<file path="src/rtl/ara_pkg.sv">
// Shared Ara definitions used by the cluster response join.
//   MaxNrClusters        : upper bound on the number of Ara instances
//   ELEN                 : scalar element width
//   RespJoinIdWidth      : default transaction-id width
//   RespJoinDefaultDepth : default per-cluster response buffer depth
//   resp_join_entry_t    : one buffered cluster response {result, id, exc}
package ara_pkg;

    localparam int unsigned MaxNrClusters        = 8;
    localparam int unsigned ELEN                 = 64;
    localparam int unsigned RespJoinIdWidth      = 4;
    localparam int unsigned RespJoinDefaultDepth = 2;

    typedef struct packed {
        logic [ELEN-1:0]            result;
        logic [RespJoinIdWidth-1:0] id;
        logic                       exc;
    } resp_join_entry_t;

    // Index width for a vector of n items; never narrower than one bit.
    function automatic int unsigned clog2_min1(input int unsigned n);
        return (n > 1) ? $clog2(n) : 1;
    endfunction

endpackage

</file>
<file path="src/rtl/ara_resp_join_fifo.sv">
// Single-cluster response buffer with registered ready and empty flags.
// Ports:
//   clk_i, rst_i   : clock, asynchronous active-high reset
//   push_valid_i   : cluster response valid
//   push_ready_o   : buffer has room (registered, 0 while in reset)
//   push_data_i    : response entry to store
//   pop_i          : remove the head entry (ignored when empty)
//   empty_o        : buffer holds no entry (registered)
//   head_o         : oldest stored entry
module ara_resp_join_fifo
    import ara_pkg::*;
#(
    parameter int unsigned Depth   = RespJoinDefaultDepth,
    parameter type         entry_t = resp_join_entry_t
) (
    input  logic   clk_i,
    input  logic   rst_i,
    input  logic   push_valid_i,
    output logic   push_ready_o,
    input  entry_t push_data_i,
    input  logic   pop_i,
    output logic   empty_o,
    output entry_t head_o
);

    localparam int unsigned PtrWidth = (Depth > 1) ? $clog2(Depth) : 1;
    localparam int unsigned CntWidth = $clog2(Depth + 1);

    entry_t                mem_q [Depth];
    logic [PtrWidth-1:0]   wr_ptr_q;
    logic [PtrWidth-1:0]   rd_ptr_q;
    logic [CntWidth-1:0]   cnt_q;
    logic [CntWidth-1:0]   cnt_d;
    logic                  ready_q;
    logic                  empty_q;
    logic                  push;
    logic                  pop;

    assign push = push_valid_i & ready_q;
    assign pop  = pop_i & ~empty_q;

    // Occupancy after this cycle's push/pop; push+pop together leaves it unchanged.
    always_comb begin
        cnt_d = cnt_q;
        unique case ({push, pop})
            2'b10:   cnt_d = cnt_q + CntWidth'(1);
            2'b01:   cnt_d = cnt_q - CntWidth'(1);
            default: cnt_d = cnt_q;
        endcase
    end

    // Storage, pointers and flags; pointers wrap naturally since Depth is a power of two.
    always_ff @(posedge clk_i or posedge rst_i) begin
        if (rst_i) begin
            for (int unsigned i = 0; i < Depth; i++) begin
                mem_q[i] <= '0;
            end
            wr_ptr_q <= '0;
            rd_ptr_q <= '0;
            cnt_q    <= '0;
            ready_q  <= 1'b0;
            empty_q  <= 1'b1;
        end else begin
            if (push) begin
                mem_q[wr_ptr_q] <= push_data_i;
                wr_ptr_q        <= wr_ptr_q + PtrWidth'(1);
            end
            if (pop) begin
                rd_ptr_q <= rd_ptr_q + PtrWidth'(1);
            end
            cnt_q   <= cnt_d;
            ready_q <= (cnt_d != CntWidth'(Depth));
            empty_q <= (cnt_d == '0);
        end
    end

    assign push_ready_o = ready_q;
    assign empty_o      = empty_q;
    assign head_o       = mem_q[rd_ptr_q];

endmodule

</file>
<file path="src/rtl/ara_resp_join.sv">
// Joins per-cluster Ara responses into one merged response towards CVA6.
// Each cluster stream is buffered separately; a merged response is offered
// once every cluster holds a response, and all heads pop together.
// Ports:
//   clk_i, rst_i          : clock, asynchronous active-high reset
//   clu_valid_i/ready_o   : per-cluster response handshake
//   clu_result_i/id_i/exc_i : per-cluster response payload (flattened)
//   resp_valid_o/ready_i  : merged response handshake
//   resp_result_o/id_o    : cluster 0 head result and id
//   resp_exc_o            : OR of head exception flags
//   resp_exc_cluster_o    : lowest cluster index with exception set
//   id_mismatch_o         : sticky flag, head ids disagreed at a pop
// Optional build macro ARA_RESP_JOIN_PERF_EN adds:
//   perf_skew_cycles_o         : cycles with some buffers empty and some not
//   perf_backpressure_cycles_o : cycles with resp_valid_o && !resp_ready_i
module ara_resp_join
    import ara_pkg::*;
#(
    parameter  int unsigned NrClusters  = 4,
    parameter  int unsigned DataWidth   = ELEN,
    parameter  int unsigned IdWidth     = RespJoinIdWidth,
    parameter  int unsigned Depth       = RespJoinDefaultDepth,
    localparam int unsigned ExcIdxWidth = clog2_min1(NrClusters)
) (
    input  logic                            clk_i,
    input  logic                            rst_i,
    input  logic [NrClusters-1:0]           clu_valid_i,
    output logic [NrClusters-1:0]           clu_ready_o,
    input  logic [NrClusters*DataWidth-1:0] clu_result_i,
    input  logic [NrClusters*IdWidth-1:0]   clu_id_i,
    input  logic [NrClusters-1:0]           clu_exc_i,
    output logic                            resp_valid_o,
    input  logic                            resp_ready_i,
    output logic [DataWidth-1:0]            resp_result_o,
    output logic [IdWidth-1:0]              resp_id_o,
    output logic                            resp_exc_o,
    output logic [ExcIdxWidth-1:0]          resp_exc_cluster_o,
    output logic                            id_mismatch_o
`ifdef ARA_RESP_JOIN_PERF_EN
    ,
    output logic [31:0]                     perf_skew_cycles_o,
    output logic [31:0]                     perf_backpressure_cycles_o
`endif
);

    typedef struct packed {
        logic [DataWidth-1:0] result;
        logic [IdWidth-1:0]   id;
        logic                 exc;
    } entry_t;

    entry_t                push_data [NrClusters];
    entry_t                head      [NrClusters];
    logic [NrClusters-1:0] empty;
    logic                  pop;
    logic                  id_diff;
    logic                  id_mismatch_q;

    // One buffer per cluster.
    for (genvar c = 0; c < NrClusters; c++) begin : g_clu
        assign push_data[c].result = clu_result_i[c*DataWidth +: DataWidth];
        assign push_data[c].id     = clu_id_i[c*IdWidth +: IdWidth];
        assign push_data[c].exc    = clu_exc_i[c];

        ara_resp_join_fifo #(
            .Depth   (Depth),
            .entry_t (entry_t)
        ) i_fifo (
            .clk_i        (clk_i),
            .rst_i        (rst_i),
            .push_valid_i (clu_valid_i[c]),
            .push_ready_o (clu_ready_o[c]),
            .push_data_i  (push_data[c]),
            .pop_i        (pop),
            .empty_o      (empty[c]),
            .head_o       (head[c])
        );
    end

    // Valid comes only from registered empty flags, so it cannot glitch on clu_valid_i.
    assign resp_valid_o = &(~empty);
    assign pop          = resp_valid_o & resp_ready_i;

    // Merge the heads: cluster 0 supplies result/id, exceptions are OR-ed.
    always_comb begin
        resp_result_o      = head[0].result;
        resp_id_o          = head[0].id;
        resp_exc_o         = 1'b0;
        resp_exc_cluster_o = '0;
        id_diff            = 1'b0;
        for (int unsigned c = 0; c < NrClusters; c++) begin
            if (head[c].exc && !resp_exc_o) begin
                resp_exc_o         = 1'b1;
                resp_exc_cluster_o = ExcIdxWidth'(c);
            end
            if (head[c].id != head[0].id) begin
                id_diff = 1'b1;
            end
        end
    end

    // Sticky protocol error; the merge itself still completes.
    always_ff @(posedge clk_i or posedge rst_i) begin
        if (rst_i) begin
            id_mismatch_q <= 1'b0;
        end else if (pop && id_diff) begin
            id_mismatch_q <= 1'b1;
        end
    end

    assign id_mismatch_o = id_mismatch_q;

`ifdef ARA_RESP_JOIN_PERF_EN
    logic        skew;
    logic [31:0] skew_cnt_q;
    logic [31:0] bp_cnt_q;

    assign skew = (|empty) & ~(&empty);

    // Saturating event counters.
    always_ff @(posedge clk_i or posedge rst_i) begin
        if (rst_i) begin
            skew_cnt_q <= '0;
            bp_cnt_q   <= '0;
        end else begin
            if (skew && (skew_cnt_q != '1)) begin
                skew_cnt_q <= skew_cnt_q + 32'd1;
            end
            if (resp_valid_o && !resp_ready_i && (bp_cnt_q != '1)) begin
                bp_cnt_q <= bp_cnt_q + 32'd1;
            end
        end
    end

    assign perf_skew_cycles_o         = skew_cnt_q;
    assign perf_backpressure_cycles_o = bp_cnt_q;
`else
    // Performance counters are not built in this configuration.
`endif

endmodule

</file>
<file path="config.mk">
export PLATFORM = sky130hd
export DESIGN_NAME = ara_resp_join
export DESIGN_NICKNAME = d
export VERILOG_FILES = /design/src/rtl/ara_pkg.sv /design/src/rtl/ara_resp_join_fifo.sv /design/src/rtl/ara_resp_join.sv
export SDC_FILE = /design/constraint.sdc
export NUM_CORES = 1
export LEC_CHECK = 0
export ABC_CLOCK_PERIOD_IN_PS = 8400
export CORE_MARGIN = 3
export CORE_UTILIZATION = 62
export CTS_BUF_LIST = sky130_fd_sc_hd__clkbuf_4 sky130_fd_sc_hd__clkbuf_8 sky130_fd_sc_hd__clkbuf_16
export DETAILED_ROUTE_END_ITERATION = 12
export PLACE_DENSITY = 0.86
export SYNTH_ARGS = -nofsm -noshare
export SYNTH_HDL_FRONTEND = slang
export SYNTH_HIERARCHICAL = 1
export SYNTH_SLANG_ARGS = --single-unit
</file>
<file path="constraint.sdc">
create_clock -name clk_i -period 8.4 [get_ports clk_i]
set_clock_uncertainty 0.15 [all_clocks]
set_input_delay 0.84 -clock clk_i [delete_from_list [all_inputs] [get_ports clk_i]]
set_output_delay 0.84 -clock clk_i [all_outputs]
set_load 0.05 [all_outputs]
</file>
== Word-level counts from Yosys, hierarchy flattened ==
Index checks and enable logic that the tools add are counted.

* Bits of input ports: 283
* Register bits after elaboration: 577
* Output and inout port bits: 77
* Logic and storage cells: 164

* $add $sub $neg: 16
* Reductions and logical operators: 16
* Muxes and demuxes: 38
* Equal/unequal tests: 15
* Order comparisons: 12
* Bitwise logic cells: 22

{| class="wikitable"
|+ Operator list
! operator !! number
|-
| $bwmux 138 || 4
|-
| $mux 69 || 7
|-
| $demux 69 s1 || 4
|-
| $mux 5 || 9
|-
| $ge 2x2->1 const B || 8
|-
| $not 1->2 || 8
|-
| $pmux 2 s2 || 4
|-
| $ne 4x4->1 || 3
|-
| $and 1x1->1 || 9
|-
| $add 1x1->1 const B || 8
|-
| $add 2x1->2 const B || 4
|-
| $eq 2x1->1 const B || 4
|-
| $eq 2x2->1 const B || 4
|-
| $logic_and 1x1->1 || 8
|-
| $logic_not 2->1 || 4
|-
| $lt 2x1->1 const B || 4
|-
| $mux 1 || 8
|-
| $ne 2x2->1 const B || 4
|-
| $sub 2x1->2 const B || 4
|-
| $mux 2 || 2
|-
| $not 1->1 || 4
|-
| $not 4->4 || 1
|-
| $reduce_and 4->1 || 1
|-
| $logic_not 1->1 || 3
|}

== Logic depth before layout (Yosys ltp) ==
Gate-level depths: netlist of the first run.

* Depth in word-level cells: 14
* Depth in mapped cells: 7

== Hierarchy ==
Netlist of the first run, hierarchy kept.

{| class="wikitable"
|+ By module, submodules not included
! module !! cells an instance !! area each (µm²) !! times used
|-
| ara_resp_join_fifo || 394 || 6485.0 || 4
|-
| ara_resp_join || 23 || 158.9 || 1
|}

== Worst setup path before layout of the first run ==
No wires, ideal clock.

* Path type: register to register
* Start: reg g_clu[0].i_fifo.empty_q
* End: reg g_clu[0].i_fifo.cnt_q[0]
* Slack: 5.108 ns
* Required time: 8.126 ns
* Clock period less this slack: 3.292 ns
* Stages on the path, launching flop included: 7
* Setup time: 0.124 ns
* Buffers on the path: 0
* Data arrival time: 3.017 ns
* Path through: dfstp_2 -> nor4_1 -> and2_1 -> nor2b_1 -> ha_1 -> nand2b_1 -> nor2b_1

* Longest elaborated chain between the ends: 6

{| class="wikitable"
|+ Ends and longest elaborated chain
! item !! RTL line !! RTL
|-
| from (decl) || ara_resp_join_fifo.sv:35 || <nowiki>logic empty_q;</nowiki>
|-
| from (signal assigned) || ara_resp_join_fifo.sv:73 || <nowiki>empty_q <= (cnt_d == '0);</nowiki>
|-
| $not 4->4 (*) || ara_resp_join.sv:81 || <nowiki>assign resp_valid_o = &(~empty);</nowiki>
|-
| $reduce_and 4->1 (*) || ara_resp_join.sv:81 ||
|-
| named net resp_valid_o || ara_resp_join.sv:32 || <nowiki>output logic resp_valid_o,</nowiki>
|-
| $and 1x1->1 (*) || ara_resp_join.sv:82 || <nowiki>assign pop = resp_valid_o & resp_ready_i;</nowiki>
|-
| named net pop || ara_resp_join.sv:55 || <nowiki>logic pop;</nowiki>
|-
| $and 1x1->1 (*) || ara_resp_join_fifo.sv:40 || <nowiki>assign pop = pop_i & ~empty_q;</nowiki>
|-
| named net g_clu[0].i_fifo.pop || ara_resp_join_fifo.sv:37 || <nowiki>logic pop;</nowiki>
|-
| $eq 2x1->1 / $eq 2x2->1 (equally long branches) || ara_resp_join_fifo.sv:45 || <nowiki>unique case ({push, pop})</nowiki>
|-
| $pmux 2 s2 (*) || ara_resp_join_fifo.sv:45 ||
|-
| named net g_clu[0].i_fifo.cnt_d[0] || ara_resp_join_fifo.sv:33 || <nowiki>logic [CntWidth-1:0] cnt_d;</nowiki>
|-
| to (signal assigned) || ara_resp_join_fifo.sv:71 || <nowiki>cnt_q <= cnt_d;</nowiki>
|-
| to (decl) || ara_resp_join_fifo.sv:32 || <nowiki>logic [CntWidth-1:0] cnt_q;</nowiki>
|}

The timed path passes the listed nets; every way through them passes the cells marked *.
A chain may end at the register's enable or synchronous reset.

==> results of run 1 <==
area by class of cell:
class                           instances  area [um^2]
Clock inverter                         12          181
Fill cell                             766         2830
Timing Repair Buffer                  170         1690
Tap cell                              180          225
Clock buffer                           20          460
Multi-Input combinational cell        344         3770
Sequential cell                       193         4840
Inverter                               10         42.5
critical path: stages (launching register included):
cell             delay (ps)
dfrtp_2                 680
buf_4                   670
mux2_2                  440
nor3_1                  170
clkdlybuf4s50_1         830
per-stage QoR:
stage	instance area (um^2)	power, W	hold WS, ps	instances
2_1_floorplan	8970	0.00404	310	597
3_3_place_gp	10600	0.00483	324	897
3_5_place_dp	10600	0.00493	336	897
4_1_cts	11200	0.00585	351	929
5_1_grt	11200	0.00609	363	929
6_report	11200	0.00583	348	929
report_power, final:
group	leakage (nW)	internal (W)	switching, W
registers	2.25	0.00141	0.000304
clock network	0.302	0.000519	0.000352
logic	2.40	0.00144	0.00180
path summary, 6_finish.rpt:
kind | startpoint | to | slack (ps) | cells past startpoint
max | g_clu[0].i_fifo/rd_ptr_q | resp_exc_cluster_o[1] | 4140 | 4
min | g_clu[2].i_fifo/wr_ptr_q | g_clu[2].i_fifo/wr_ptr_q | 350 | 2
max reg2reg | g_clu[0].i_fifo/rd_ptr_q | id_mismatch_o | 5260 | 5
min reg2reg | g_clu[2].i_fifo/wr_ptr_q | g_clu[2].i_fifo/wr_ptr_q | 350 | 2
max in group asynchronous | rst_i | g_clu[0].i_fifo/mem_q[126] | 5860 | 3
min in group asynchronous | rst_i | id_mismatch_o | 590 | 2
layer usage:
| layer | routed length, um | global-route usage (%) |
|---|---|---|
| met1 | 8580 | 34.2 |
| met4 | 436 | 9.53 |
| met2 | 9610 | 39.9 |
| met3 | 2230 | 14.1 |
| met5 | 0 | 0 |
registers in the layout, summed over array words and instances, names as in the netlist:
signal / cells
g_clu.i_fifo/mem_q: 168
g_clu.i_fifo/cnt_q: 8
g_clu.i_fifo/empty_o: 4
g_clu.i_fifo/push_ready_o: 4
g_clu.i_fifo/rd_ptr_q: 4
g_clu.i_fifo/wr_ptr_q: 4
id_mismatch_o: 1
==> metrics, run 1 <==
status finished, final reports clean; startpoint types flop; minimum clock period 4260 ps; Yosys warning count 6; Routed WL around 21 mm; Buffers on Ports 167; Final Cycle Share between 50% and 60%; Syn Std Cell Area 8970 um^2; final worst slack roughly 4100 ps; Hold Path Class flop to flop; TNS Setup 0 ps; most frequent cells in the layout dfrtp_1, mux2_2, clkdlybuf4s50_1; pre-CTS setup slack 4630 ps; routed vias 5212; pin count of the biggest net entering global routing between 70 and 80; Hold Buf Count CTS 0; Ports 360; RSZ-0062 raised after global routing no; Clock Tree Root clkbuf_16; remaining global-route overflow 0; Avg WL per Cell around 22 um; DIE HEIGHT 126 um; row cnt 43; antenna violations before repair 0; relative slew slack 28.9%; Die Footprint 15900 um^2; CTS H-tree lvls 4; Final Hold Fails 0; cell area power density 520 nW/um^2; worst slew pin tran 1070 ps; final net count 1023; Slew Viols, Final 0; CP endpoint kind output pin; layout cell share with drive strength beyond 1 39.5%; post-CTS sizing 0; CTS tree yes; RePlAce Congestion 0.836; Starting Density 63.9%; Worst Setup Path Type flop to output pin; DR pass1 iterations 6; vias in the first global route just under 6000; # diodes 0; Layout Area Growth over Synthesis 25.0%; Clock Pin Slew Worst Setup and Hold Paths 70 ps; CTS Sinks approximately 190; number of remaining DRC errors 0; CP arrival 3270 ps; HPWL after DPL 14.1 mm; syn_area_per_cell 15.0 um^2; first-pass GRT wire length 32.6 mm; core area 14000 um^2; die width 126 um; CP max FO 51; Peak Freq around 240 MHz; syn nets 884; maximum vdd drop 0.341 mV; DRT iter0 DRCs ~270; Post-Synthesis Cells between 500 and 600; Worst Path Required 7410 ps; Util after Layout 79.9%; setup bufs post-CTS 0; number of nets with antenna violations after routing 0; max_cap viols 0; # setup viols final 0; most common cell after layout, fill and taps aside dfrtp_1; clk buf depth 2; P_leak 4.96 nW; Total GRT Usage between 20% and 30%; Worst-Skew Late Latency around 430 ps; drt via density 5.61; total CTS buffers 17
(Power assumes the default switching activity.)
==> run 2, diff against run 1 <==
--- a/config.mk
+++ b/config.mk
@@ -5,12 +5,12 @@
 export SDC_FILE = /design/constraint.sdc
 export NUM_CORES = 1
 export LEC_CHECK = 0
-export ABC_CLOCK_PERIOD_IN_PS = 8400
+export ABC_CLOCK_PERIOD_IN_PS = 3750
 export CORE_MARGIN = 3
-export CORE_UTILIZATION = 62
+export CORE_UTILIZATION = 52
 export CTS_BUF_LIST = sky130_fd_sc_hd__clkbuf_4 sky130_fd_sc_hd__clkbuf_8 sky130_fd_sc_hd__clkbuf_16
 export DETAILED_ROUTE_END_ITERATION = 12
-export PLACE_DENSITY = 0.86
+export PLACE_DENSITY = 0.76
 export SYNTH_ARGS = -nofsm -noshare
 export SYNTH_HDL_FRONTEND = slang
 export SYNTH_HIERARCHICAL = 1
==> constraint.sdc (replaced) <==
create_clock -name clk_i -period 3.75 [get_ports clk_i]
set_clock_uncertainty 0.15 [all_clocks]
set_input_delay 0.375 -clock clk_i [delete_from_list [all_inputs] [get_ports clk_i]]
set_output_delay 0.375 -clock clk_i [all_outputs]
set_load 0.05 [all_outputs]
==> metrics, run 2 (synthesis results as in run 1) <==
setup bufs post-CTS 0 (unchanged); Starting Density 53.5% (-10 points); most common cell after layout, fill and taps aside dfrtp_1; max_cap viols 0 (unchanged); clk buf depth 2 (unchanged); Hold Path Class input port to async pin; worst slew pin tran 963 ps (-102 ps); layout cell share with drive strength beyond 1 39.9% (+0.40 points); DIE HEIGHT 137 um (+8.8%); Worst-Skew Late Latency 430 ps (about the same); Net Sw Frac 42.3% (+0.097 points); post-CTS sizing 0 (unchanged); Final Cycle Share 86.4%; startpoint types flop; Peak Freq 309 MHz; CTS H-tree lvls 4 (unchanged); Avg WL per Cell 20.6 um (-8.1%); most frequent cells in the layout dfrtp_1, mux2_2, clkdlybuf4s50_1; Final Hold Fails 0 (unchanged); total CTS buffers 17 (unchanged); status finished, final reports clean; number of nets with antenna violations after routing 0 (unchanged); core area 16800 um^2 (+19%); die width 137 um (+8.8%); Clock Pin Slew Worst Setup and Hold Paths 70 ps (about the same); Crit path max-delay family buffers and inverters; Clk pwr share 14.0% (-0.9 points); CP endpoint kind output pin; Largest regs g_clu.i_fifo/mem_q: 168 flops, g_clu.i_fifo/cnt_q: 8 flops; Worst Setup Path Type flop to output pin; TNS Setup 0 ps (unchanged); cell area after layout 11300 um^2 (+0.75%); Crit path largest cell delay 760 ps (-70 ps); Sequential Power Share 29.9% (+0.5 points); HPWL after DPL 14.4 mm (+2.4%); crit-path cells buf_4, mux2_2, clkdlybuf4s50_1; Clock Tree Root clkbuf_16; pin count of the biggest net entering global routing 71 (-7.8%); Ports 360 (unchanged); CTS Sinks 193 (unchanged); maximum vdd drop 0.764 mV (+120%); Largest register FFs 168 (unchanged); minimum clock period approximately 3200 ps; relative slew slack 35.6% (+6.7 points); worst reg2reg path startpoint g_clu[0].i_fifo/rd_ptr_q; CP max FO 24 (-53%); P_leak 4.98 nW (+0.54%); final net count 1028 (+0.49%); Combinational Power Share 56.1% (+0.4 points); vias in the first global route 5757 (-2.3%); Total GRT Usage 22.0% (-5.0 points); CP max-delay cell dfrtp_2; smallest hold slack 152 ps (-197 ps); cell internal pwr 0.00738 W (+120%); Buffers on Ports 167 (unchanged); final worst slack 509 ps (-3640 ps); placed inst area 10700 um^2 (+1.3%); RSZ-0062 raised after global routing no; antenna violations before repair 0 (unchanged); remaining global-route overflow 0 (unchanged); Slew Viols, Final 0 (unchanged); cell area power density 1130 nW/um^2 (+120%); P_sw 0.00541 W (+120%); pre-CTS setup slack 928 ps (-3700 ps); DR pass1 iterations 4 (-2); row cnt 47 (+9.3%); Die Footprint 18900 um^2 (+18%); CP arrival 2720 ps (-550 ps); CTS tree yes; Buf/Inv on CP 2 (unchanged); Layout Area Growth over Synthesis 25.9%; drt via density 5.36 (-4.4%); Biggest register g_clu.i_fifo/mem_q; # setup viols final 0 (unchanged); RePlAce Congestion 0.800 (-4.2%); Routed WL 20.1 mm (-3.6%); worst setup path startpoint g_clu[0].i_fifo/rd_ptr_q; routed vias 5230 (+0.35%); DRT iter0 DRCs 223 (-17%); first-pass GRT wire length 31.5 mm (-3.5%); Hold Buf Count CTS 0 (unchanged); number of remaining DRC errors 0 (unchanged); Worst Path Required 3220 ps (-4190 ps)
==> run 2: changes by cell type in the layout (fill, tap and decap cells not counted), sizes merged <==
cell | previous run | this run
clkinv | 3 | 4
bufinv | 4 | 1
clkinvlp | 4 | 2
diode | 0 | 1
buf | 3 | 8
clkbuf | 20 | 19
inv | 11 | 16
==> run 2: path summary, 6_finish.rpt <==
check	to	depth (start not counted)	slack [ps]
min in group clk_i	g_clu[0].i_fifo/push_ready_o	1	350
hold / removal	id_mismatch_o	2	150
setup / recovery	resp_result_o[9]	3	510
hold reg to reg	g_clu[0].i_fifo/push_ready_o	1	350
setup reg to reg	id_mismatch_o	4	1280
max in group asynchronous	g_clu[0].i_fifo/mem_q[37]	3	2060
==> run 2: power groups by stage <==
stage / combinational (W) / sequential, W / clock [W]
finish: 0.00717 / 0.00383 / 0.00179
detailed placement: 0.00717 / 0.00385 / 0
global placement: 0.00705 / 0.00375 / 0
CTS: 0.00722 / 0.00383 / 0.00183
global route: 0.00754 / 0.00396 / 0.00193
floorplan: 0.00544 / 0.00361 / 0
==> run 2: final cells by class <==
class | count | area, um^2
fill | 1171 | 5460
tap | 220 | 275
timing repair buffer | 175 | 1780
inverter | 10 | 41.3
antenna | 1 | 2.50
sequential | 193 | 4840
multi-input combinational | 344 | 3770
clock buffer | 19 | 447
clock inverter | 13 | 140
==> run 2: metrics by stage <==
step / power (W) / std cells / util [%]
floorplan: 0.00905 / 597 / -
global placement: 0.0108 / 942 / 63.9
detailed placement: 0.0110 / 942 / 63.9
CTS: 0.0129 / 974 / 67.4
global route: 0.0134 / 974 / 67.4
finish: 0.0128 / 975 / 67.4
==> run 2: routing by layer <==
metal	vias to the layer above	track usage, %	routed length [um]
met5	-	0	0
met4	0	6.65	355
met3	28	11.1	2150
met2	151	33.3	9250
met1	2670	27.7	8340
li1	2381	-	-
